<file path="config.mk">
export PLATFORM = sky130hd
export DESIGN_NAME = asy_fifo_reader
export DESIGN_NICKNAME = d
export VERILOG_FILES = /design/src/rtl/asy_fifo_pkg.sv /design/src/rtl/rd_skid_buf.sv /design/src/rtl/asy_fifo_reader.sv
export SDC_FILE = /design/constraint.sdc
export NUM_CORES = 1
export LEC_CHECK = 0
export CORE_MARGIN = 2
export CORE_UTILIZATION = 53
export CTS_CLUSTER_SIZE = 10
export DETAILED_ROUTE_END_ITERATION = 6
export PLACE_DENSITY = 0.86
export RECOVER_POWER = 50
export SKIP_LAST_GASP = 1
export SYNTH_ARGS = -nofsm -noshare
export SYNTH_HDL_FRONTEND = slang
export SYNTH_HIERARCHICAL = 1
export SYNTH_SLANG_ARGS = --single-unit
export TNS_END_PERCENT = 20
</file>
<file path="constraint.sdc">
create_clock -name rd_clk -period 7.5 [get_ports rd_clk]
set_input_delay 1.5 -clock rd_clk [delete_from_list [all_inputs] [get_ports rd_clk]]
set_output_delay 1.5 -clock rd_clk [all_outputs]
set_load 0.005 [all_outputs]
</file>
<file path="src/rtl/asy_fifo_pkg.sv">
// asy_fifo_pkg: shared types and constants for the async FIFO read side
//   occ_t  : skid buffer occupancy
//   RD_LAT : FIFO read-port latency in rd_clk cycles
package asy_fifo_pkg;
    typedef enum logic [1:0] {OCC_EMPTY, OCC_ONE, OCC_TWO} occ_t;
    localparam int RD_LAT = 1;
endpackage

</file>
<file path="src/rtl/rd_skid_buf.sv">
// rd_skid_buf: 2-entry in-order buffer between the FIFO read port and the output stream
//   clk_i, rst_ni          : clock, async active-low reset
//   push_i, push_data_i    : capture a word arriving from the FIFO
//   pop_i                  : head consumed downstream (only meaningful while valid_o)
//   flush_i                : empty the buffer, overriding push/pop
//   occ_o, head_o, valid_o : occupancy, head word, head valid
module rd_skid_buf
    import asy_fifo_pkg::*;
#(
    parameter int N = 8
) (
    input  logic         clk_i,
    input  logic         rst_ni,
    input  logic         push_i,
    input  logic [N-1:0] push_data_i,
    input  logic         pop_i,
    input  logic         flush_i,
    output occ_t         occ_o,
    output logic [N-1:0] head_o,
    output logic         valid_o
);
    occ_t occ_q, occ_d;
    logic [N-1:0] head_q, head_d, tail_q, tail_d;
    always_comb begin
        occ_d = flush_i ? OCC_EMPTY : occ_t'({1'b0, occ_q} + {1'b0, push_i} - {1'b0, pop_i});
        // push with pop can only happen in ONE, so the arriving word replaces the head
        head_d = (pop_i && occ_q == OCC_TWO) ? tail_q
               : (push_i && (occ_q == OCC_EMPTY || pop_i)) ? push_data_i : head_q;
        tail_d = (push_i && occ_q == OCC_ONE && !pop_i) ? push_data_i : tail_q;
    end
    always_ff @(posedge clk_i or negedge rst_ni) begin
        if (!rst_ni) begin
            occ_q  <= OCC_EMPTY;
            head_q <= '0;
            tail_q <= '0;
        end else begin
            occ_q  <= occ_d;
            head_q <= head_d;
            tail_q <= tail_d;
        end
    end
    assign occ_o   = occ_q;
    assign head_o  = head_q;
    assign valid_o = occ_q != OCC_EMPTY;
endmodule

</file>
<file path="src/rtl/asy_fifo_reader.sv">
// asy_fifo_reader: read-domain drain engine turning FIFO reads into a valid/ready stream
//   rd_clk, rd_rst                 : clock, async active-low reset
//   fifo_Empty, rd_data, rd_en     : FIFO read port (data one cycle after rd_en)
//   flush                          : discard buffered and in-flight words
//   out_data, out_valid, out_ready : downstream stream
//   word_cnt                       : popped-word count, wraps
module asy_fifo_reader
    import asy_fifo_pkg::*;
#(
    parameter int N     = 8,
    parameter int CNT_W = 16
) (
    input  logic             rd_clk,
    input  logic             rd_rst,
    input  logic             fifo_Empty,
    input  logic [N-1:0]     rd_data,
    output logic             rd_en,
    input  logic             flush,
    output logic [N-1:0]     out_data,
    output logic             out_valid,
    input  logic             out_ready,
    output logic [CNT_W-1:0] word_cnt
);
    occ_t occ;
    logic pop, push;
    logic [RD_LAT-1:0] pend_q, pend_d;
    logic drop_q, drop_d;
    logic [CNT_W-1:0] cnt_q, cnt_d;
    logic [2:0] lvl;
    rd_skid_buf #(.N(N)) u_buf (
        .clk_i       (rd_clk),
        .rst_ni      (rd_rst),
        .push_i      (push),
        .push_data_i (rd_data),
        .pop_i       (pop),
        .flush_i     (flush),
        .occ_o       (occ),
        .head_o      (out_data),
        .valid_o     (out_valid)
    );
    always_comb begin
        pop    = out_valid & out_ready;
        push   = pend_q[0] & ~drop_q;
        // words held plus the one in flight, after this cycle's pop; must leave room for one more
        lvl    = {1'b0, occ} + {2'b0, pend_q[0]} - {2'b0, pop};
        rd_en  = rd_rst & ~flush & ~fifo_Empty & (lvl < 3'd2);
        pend_d = RD_LAT'(rd_en);
        drop_d = flush & pend_q[0];
        cnt_d  = cnt_q + CNT_W'(pop);
    end
    always_ff @(posedge rd_clk or negedge rd_rst) begin
        if (!rd_rst) begin
            pend_q <= '0;
            drop_q <= 1'b0;
            cnt_q  <= '0;
        end else begin
            pend_q <= pend_d;
            drop_q <= drop_d;
            cnt_q  <= cnt_d;
        end
    end
    assign word_cnt = cnt_q;
endmodule

</file>
; After elaboration in Yosys (flattened, before gate mapping)
; Index checks and enable logic that the tools add are counted.
[op_classes]
add_sub_neg = 5
order_cmp = 1
n_eq_ne = 2
muxes = 3
bitwise = 9
reduce_logical = 9
[ops]
columns = operator, count
row1 = 16-bit by 1-bit adder with 16-bit output, 1
row2 = 8-bit two-way mux, 2
row3 = 1-bit AND, 6
row4 = 1-bit logical AND, 4
row5 = 2-bit nonzero test, 2
row6 = 2-bit by 1-bit adder with 3-bit output, 1
row7 = "3-bit by 2-bit < comparator with 1-bit output, second input constant", 1
row8 = 1-bit NOT, 3
row9 = 3-bit by 1-bit subtractor with 3-bit output, 1
row10 = 2-bit by 1-bit adder with 2-bit output, 1
row11 = "2-bit by 1-bit == test with 1-bit output, second input constant", 1
row12 = "2-bit == test, second input constant", 1
row13 = 2-bit logical NOT, 1
row14 = 2-bit two-way mux, 1
row15 = 2-bit by 1-bit subtractor with 2-bit output, 1
row16 = 1-bit logical NOT, 1
row17 = 1-bit logical OR, 1
[totals]
register_bits = 36
out_inout_bits = 26

; Longest topological paths before layout
[logic_depth]
word_depth = 6
ltp_mapped = 9
mapped_depth_nobuf = 8

; Cells and area by module
; The synthesis kept the hierarchy.
[by_module_without_submodules]
columns = module, n_inst, cells_each, area_per_inst_um2, seq_area_each_um2
row1 = rd_skid_buf, 1, 77, 912.1, 450.4
row2 = asy_fifo_reader, 1, 69, 852.1, 450.4

; Worst setup path after synthesis
; Ideal clock, no wire load.
[synth_path]
path_type = input port to output port
start = input port out_ready
end = output port rd_en
arrival_ps = 3036
slack_ps = 2964
stages = 6
path_buffers = 0
path_cell_list = and2_1 ha_1 nand2b_1 fa_1 nand2_1 nor4_1
[synth_via]
elab_chain_len = 4
[synth_rtl]
columns = element, line
row1 = from (decl), asy_fifo_reader.sv:21  ; input logic out_ready,
row2 = 1-bit AND, asy_fifo_reader.sv:42  ; pop = out_valid & out_ready;
row3 = 3-bit by 1-bit subtractor with 3-bit output, asy_fifo_reader.sv:45  ; lvl = {1'b0, occ} + {2'b0, pend_q[0]} - {2'b0, pop};
row4 = 3-bit by 2-bit < comparator with 1-bit output, asy_fifo_reader.sv:46  ; rd_en = rd_rst & ~flush & ~fifo_Empty & (lvl < 3'd2);
row5 = 1-bit AND, asy_fifo_reader.sv:46
row6 = to (decl), asy_fifo_reader.sv:17  ; output logic rd_en,
; No other way between the ends.

; Final worst setup path
[layout_path]
start = input port rd_rst
end = output port rd_en
[layout_via]
elab_chain_len = 3
[layout_rtl]
columns = element, line
row1 = from (decl), asy_fifo_reader.sv:14  ; input logic rd_rst,
row2 = 1-bit AND (3 in a row), asy_fifo_reader.sv:46
; No other way between the ends.

==> flow_results.xml <==
<?xml version="1.0" encoding="UTF-8"?>
<metrics>
  <group name="sta">
    <metric name="final.setup.tns" unit="ps">0</metric>
    <metric name="postLayoutSetupSlackWorst" unit="ps">1369</metric>
    <metric name="min_period_over_period" unit="%">81.74</metric>
    <metric name="max_slew_margin" unit="%">-27.93</metric>
    <metric name="grt_setup_unrepaired" unit="">false</metric>
    <metric name="final.min_clock_period" unit="ps">6131</metric>
    <metric name="fmax" unit="MHz">163.1</metric>
    <metric name="slew_viol_final" unit="">38</metric>
    <metric name="finalClockSkew" unit="ps">20.04</metric>
    <metric name="finalHoldViolations" unit="">0</metric>
    <metric name="tightestPinTransition" unit="ps">1919</metric>
    <metric name="hold-worst-slack" unit="ps">504.3</metric>
    <metric name="report.final.setup_viol" unit="">0</metric>
  </group>
  <group name="placed_design">
    <metric name="gp_congestion" unit="">0.8104</metric>
    <metric name="pre_cts_slack" unit="ps">1725</metric>
    <metric name="number_of_port_buffers" unit="">38</metric>
    <metric name="place_hpwl" unit="um">2750</metric>
    <metric name="placed_area" unit="sq um">2198</metric>
  </group>
  <group name="setup_path">
    <metric name="cp_data_required_time" unit="ps">6000</metric>
    <metric name="crit_path_start" unit="">rd_rst</metric>
    <metric name="end_kind" unit="">output pin</metric>
    <metric name="rr_startpoint" unit="">u_buf/occ_o[0]</metric>
    <metric name="critical_path_class" unit="">in2out</metric>
    <metric name="critical_path.cell_chain" unit="">dlygate4sd3_1, clkbuf_1, nand2_1, nor4_1, clkdlybuf4s50_1</metric>
    <metric name="critical_path.max_stage_delay" unit="ps">1370</metric>
    <metric name="critPathLaunchType" unit="">input port</metric>
    <metric name="worst_ep_arrival_time" unit="ps">4630</metric>
    <metric name="critPathMaxFanout" unit="">37</metric>
    <metric name="critical-path-slowest-cell" unit="">sky130_fd_sc_hd__clkbuf_1</metric>
  </group>
  <group name="drt">
    <metric name="viasPerCell" unit="">5.694</metric>
    <metric name="detailedRoute.firstIterationViolations" unit="">90</metric>
    <metric name="vias" unit="">1338</metric>
    <metric name="drc" unit="">0</metric>
    <metric name="wl_per_cell" unit="um">16.42</metric>
    <metric name="antenna_violating_nets_post_route" unit="">0</metric>
    <metric name="totalWireLength" unit="um">3859</metric>
    <metric name="firstDrtPassIters" unit="">4</metric>
  </group>
  <group name="clock_network">
    <metric name="cts.clk_slew.worst_paths" unit="ps">120</metric>
    <metric name="clk_root_buffer_cell" unit="">sky130_fd_sc_hd__clkbuf_4</metric>
    <metric name="clock_sink_count" unit="">36</metric>
    <metric name="cts-htree-levels" unit="">2</metric>
    <metric name="clockBufferDepth" unit="">2</metric>
    <metric name="cts_tree" unit="">yes</metric>
    <metric name="cts_stage_hold_buffer_count" unit="">0</metric>
    <metric name="post_cts_buffers" unit="">0</metric>
    <metric name="cts-buffers-inserted" unit="">5</metric>
    <metric name="clk_latency" unit="ps">340</metric>
    <metric name="cts-resized-gates" unit="">0</metric>
  </group>
  <group name="pwr">
    <metric name="combinationalPowerShare" unit="%">34.2</metric>
    <metric name="intPower" unit="mW">0.4635</metric>
    <metric name="power.share.switching" unit="%">30.98</metric>
    <metric name="power.density_cell_area" unit="nW/um^2">297.2</metric>
    <metric name="clockPowerShare" unit="%">19.9</metric>
    <metric name="irDropWorstVdd" unit="mV">0.2290</metric>
    <metric name="psw" unit="mW">0.2081</metric>
    <metric name="total_leakage_power" unit="nW">0.9357</metric>
    <metric name="seq_power_share" unit="%">45.9</metric>
  </group>
  <group name="floorplanning">
    <metric name="cell_row_count" unit="">20</metric>
    <metric name="die_area" unit="sq um">3806</metric>
    <metric name="floorplan.die.height" unit="um">61.70</metric>
    <metric name="fp.dieW" unit="um">61.70</metric>
    <metric name="top_level_ports" unit="">39</metric>
    <metric name="initial_core_util" unit="%">56.85</metric>
    <metric name="design.core.area" unit="sq um">3103</metric>
  </group>
  <group name="yosys">
    <metric name="ys_seq_elements" unit="">36</metric>
    <metric name="netlist.area_leader.share" unit="%">51.06</metric>
    <metric name="postSynth.topFlopCell" unit="">sky130_fd_sc_hd__dfrtp_1</metric>
    <metric name="yosys-top-cells-count" unit="">sky130_fd_sc_hd__dfrtp_1, sky130_fd_sc_hd__or3_1, sky130_fd_sc_hd__xor2_1</metric>
    <metric name="synth_sequential_area_ratio" unit="%">51.06</metric>
    <metric name="mappedNetlistNets" unit="">165</metric>
    <metric name="synthesis.area" unit="sq um">1764</metric>
    <metric name="synth.yosys.warnings" unit="">6</metric>
    <metric name="synth_largest_area_cell" unit="">sky130_fd_sc_hd__dfrtp_1</metric>
    <metric name="synth-async-reset-ratio" unit="%">100.0</metric>
    <metric name="synth_top_cells_by_area" unit="">sky130_fd_sc_hd__dfrtp_1, sky130_fd_sc_hd__or3_1, sky130_fd_sc_hd__mux2_2</metric>
    <metric name="edff_count_synth" unit="">0</metric>
    <metric name="syn_area_per_cell" unit="sq um">12.08</metric>
    <metric name="synth_cells" unit="">146</metric>
    <metric name="ys_types" unit="">34</metric>
    <metric name="yosysMostFrequentCell" unit="">sky130_fd_sc_hd__dfrtp_1</metric>
  </group>
  <group name="cells_and_area">
    <metric name="postLayoutCellArea" unit="sq um">2260</metric>
    <metric name="area_delta_synth_final" unit="%">28.09</metric>
    <metric name="ff_latch_area" unit="sq um">900.9</metric>
    <metric name="final_layout_size_suffix_gt1_share" unit="%">12.57</metric>
    <metric name="num-nets-final" unit="">209</metric>
    <metric name="multi_input_comb_area" unit="sq um">824.5</metric>
    <metric name="final_util" unit="%">72.82</metric>
    <metric name="layout.filler_cells" unit="">243</metric>
    <metric name="antenna_cells" unit="">0</metric>
  </group>
  <group name="grt">
    <metric name="gr_layer_usage_met1" unit="%">29.27</metric>
    <metric name="gr_layer_usage_met2" unit="%">36.39</metric>
    <metric name="global_route_usage_over_all_layers" unit="%">22.65</metric>
    <metric name="grt_use_met3" unit="%">7.246</metric>
    <metric name="global_route.peak_usage_layer" unit="">met2</metric>
    <metric name="first_pass_grt_wire_length" unit="um">6154</metric>
    <metric name="global_route.overflow_total" unit="">0</metric>
    <metric name="vias_in_the_first_global_route" unit="">1308</metric>
    <metric name="grt_antenna_before_repair" unit="">0</metric>
    <metric name="pin_count_of_the_biggest_net_entering_global_routing" unit="">38</metric>
  </group>
  <group name="worst_hold_path">
    <metric name="holdCritPathClass" unit="">reg2reg</metric>
    <metric name="hp-start" unit="">word_cnt[15]</metric>
  </group>
  <group name="run">
    <metric name="maxCapViolCount" unit="">1</metric>
  </group>
  <group name="outcome">
    <metric name="outcome" unit="">finished, violations left</metric>
    <metric name="failed_checks" unit="">max-capacitance violations, max-slew violations</metric>
  </group>
</metrics>
-- placed cells by master (no fill, tap or decap), drive strengths merged --
| cell | count |
|---|---|
| nand2 | 7 |
| nor4 | 5 |
| inv | 5 |
| nor2b | 1 |
| mux2 | 8 |
| clkdlybuf4s50 | 34 |
| xor2 | 10 |
| or3 | 21 |
| o21ai | 1 |
| nand4 | 5 |
| nand3 | 4 |
| xnor2 | 6 |
| and4 | 1 |
| ha | 5 |
| dlygate4sd3 | 4 |
| clkinv | 1 |
| clkbuf | 7 |
| and2 | 3 |
| or2 | 1 |
| dfrtp | 36 |
| o2111a | 7 |
| nand2b | 2 |
| nor3 | 7 |
| a211oi | 1 |
| nor2 | 3 |
| fa | 1 |
| mux2i | 1 |
| a21oi | 1 |
| bufinv | 1 |
| o21a | 1 |
| o22ai | 1 |
-- final cells by class --
type                            instances  area share (%)
Multi-Input combinational cell        103           36.49
Timing Repair Buffer                   39           17.00
Sequential cell                        36           39.87
Inverter                                5          0.8306
Clock inverter                          2           1.550
Clock buffer                            6           1.827
Tap cell                               44           2.436
-- stage by stage --
stage	std cells	total power, mW
2_1_floorplan	146	0.4225
3_3_place_gp	227	0.5267
3_5_place_dp	227	0.5468
4_1_cts	235	0.6824
5_1_grt	235	0.7188
6_report	235	0.6715
-- per-layer routing --
layer,wire length [um],up-vias,share of wire [%]
met1,1660,669,43
met4,23,0,0.60
met2,1965,42,51
met3,209,4,5.4
met5,0,-,0
li1,-,623,-
-- critical path, delay by kind of cell --
| kind | cells | cell delay, ps |
|---|---|---|
| simple gates | 2 | 650 |
| buf+inv | 3 | 2480 |
-- final timing paths --
path | slack [ps] | depth (start not counted) | end
hold / removal | 500 | 1 | word_cnt[15]
max in group asynchronous | 4170 | 2 | word_cnt[2]
setup / recovery | 1370 | 5 | rd_en
hold reg to reg | 500 | 1 | word_cnt[15]
min in group asynchronous | 2220 | 2 | u_buf/tail_q[6]
setup reg to reg | 4580 | 7 | pend_q
-- power groups by stage --
| stage | Sequential, mW | Combinational [mW] | Clock [mW] |
|---|---|---|---|
| floorplan | 0.299 | 0.123 | 0 |
| global placement | 0.307 | 0.220 | 0 |
| detailed placement | 0.313 | 0.234 | 0 |
| CTS | 0.309 | 0.236 | 0.137 |
| global route | 0.320 | 0.254 | 0.145 |
| finish | 0.308 | 0.229 | 0.134 |
-- cells by family (layout without fill, tap and decap cells) --
kind of cell             after synthesis  in the layout  synth area share, %
adder cells (fa/ha/maj)                6              6                4.681
multiplexers                           9              9                5.674
flip-flops                            36             36                51.06
buffers and inverters                  7             52                1.559
XOR/XNOR                              16             16                7.943
AND/OR/NAND/NOR                       60             60                22.84
AO/OA/AOI/OAI                         12             12                6.241
-- state kept, by name (all words and copies together) (netlist names) --
register      flops
u_buf/tail_q      8
u_buf/occ_o       2
pend_q            1
word_cnt         16
u_buf/head_o      8
drop_q            1
No activity file was read; power rests on OpenSTA's default activity.
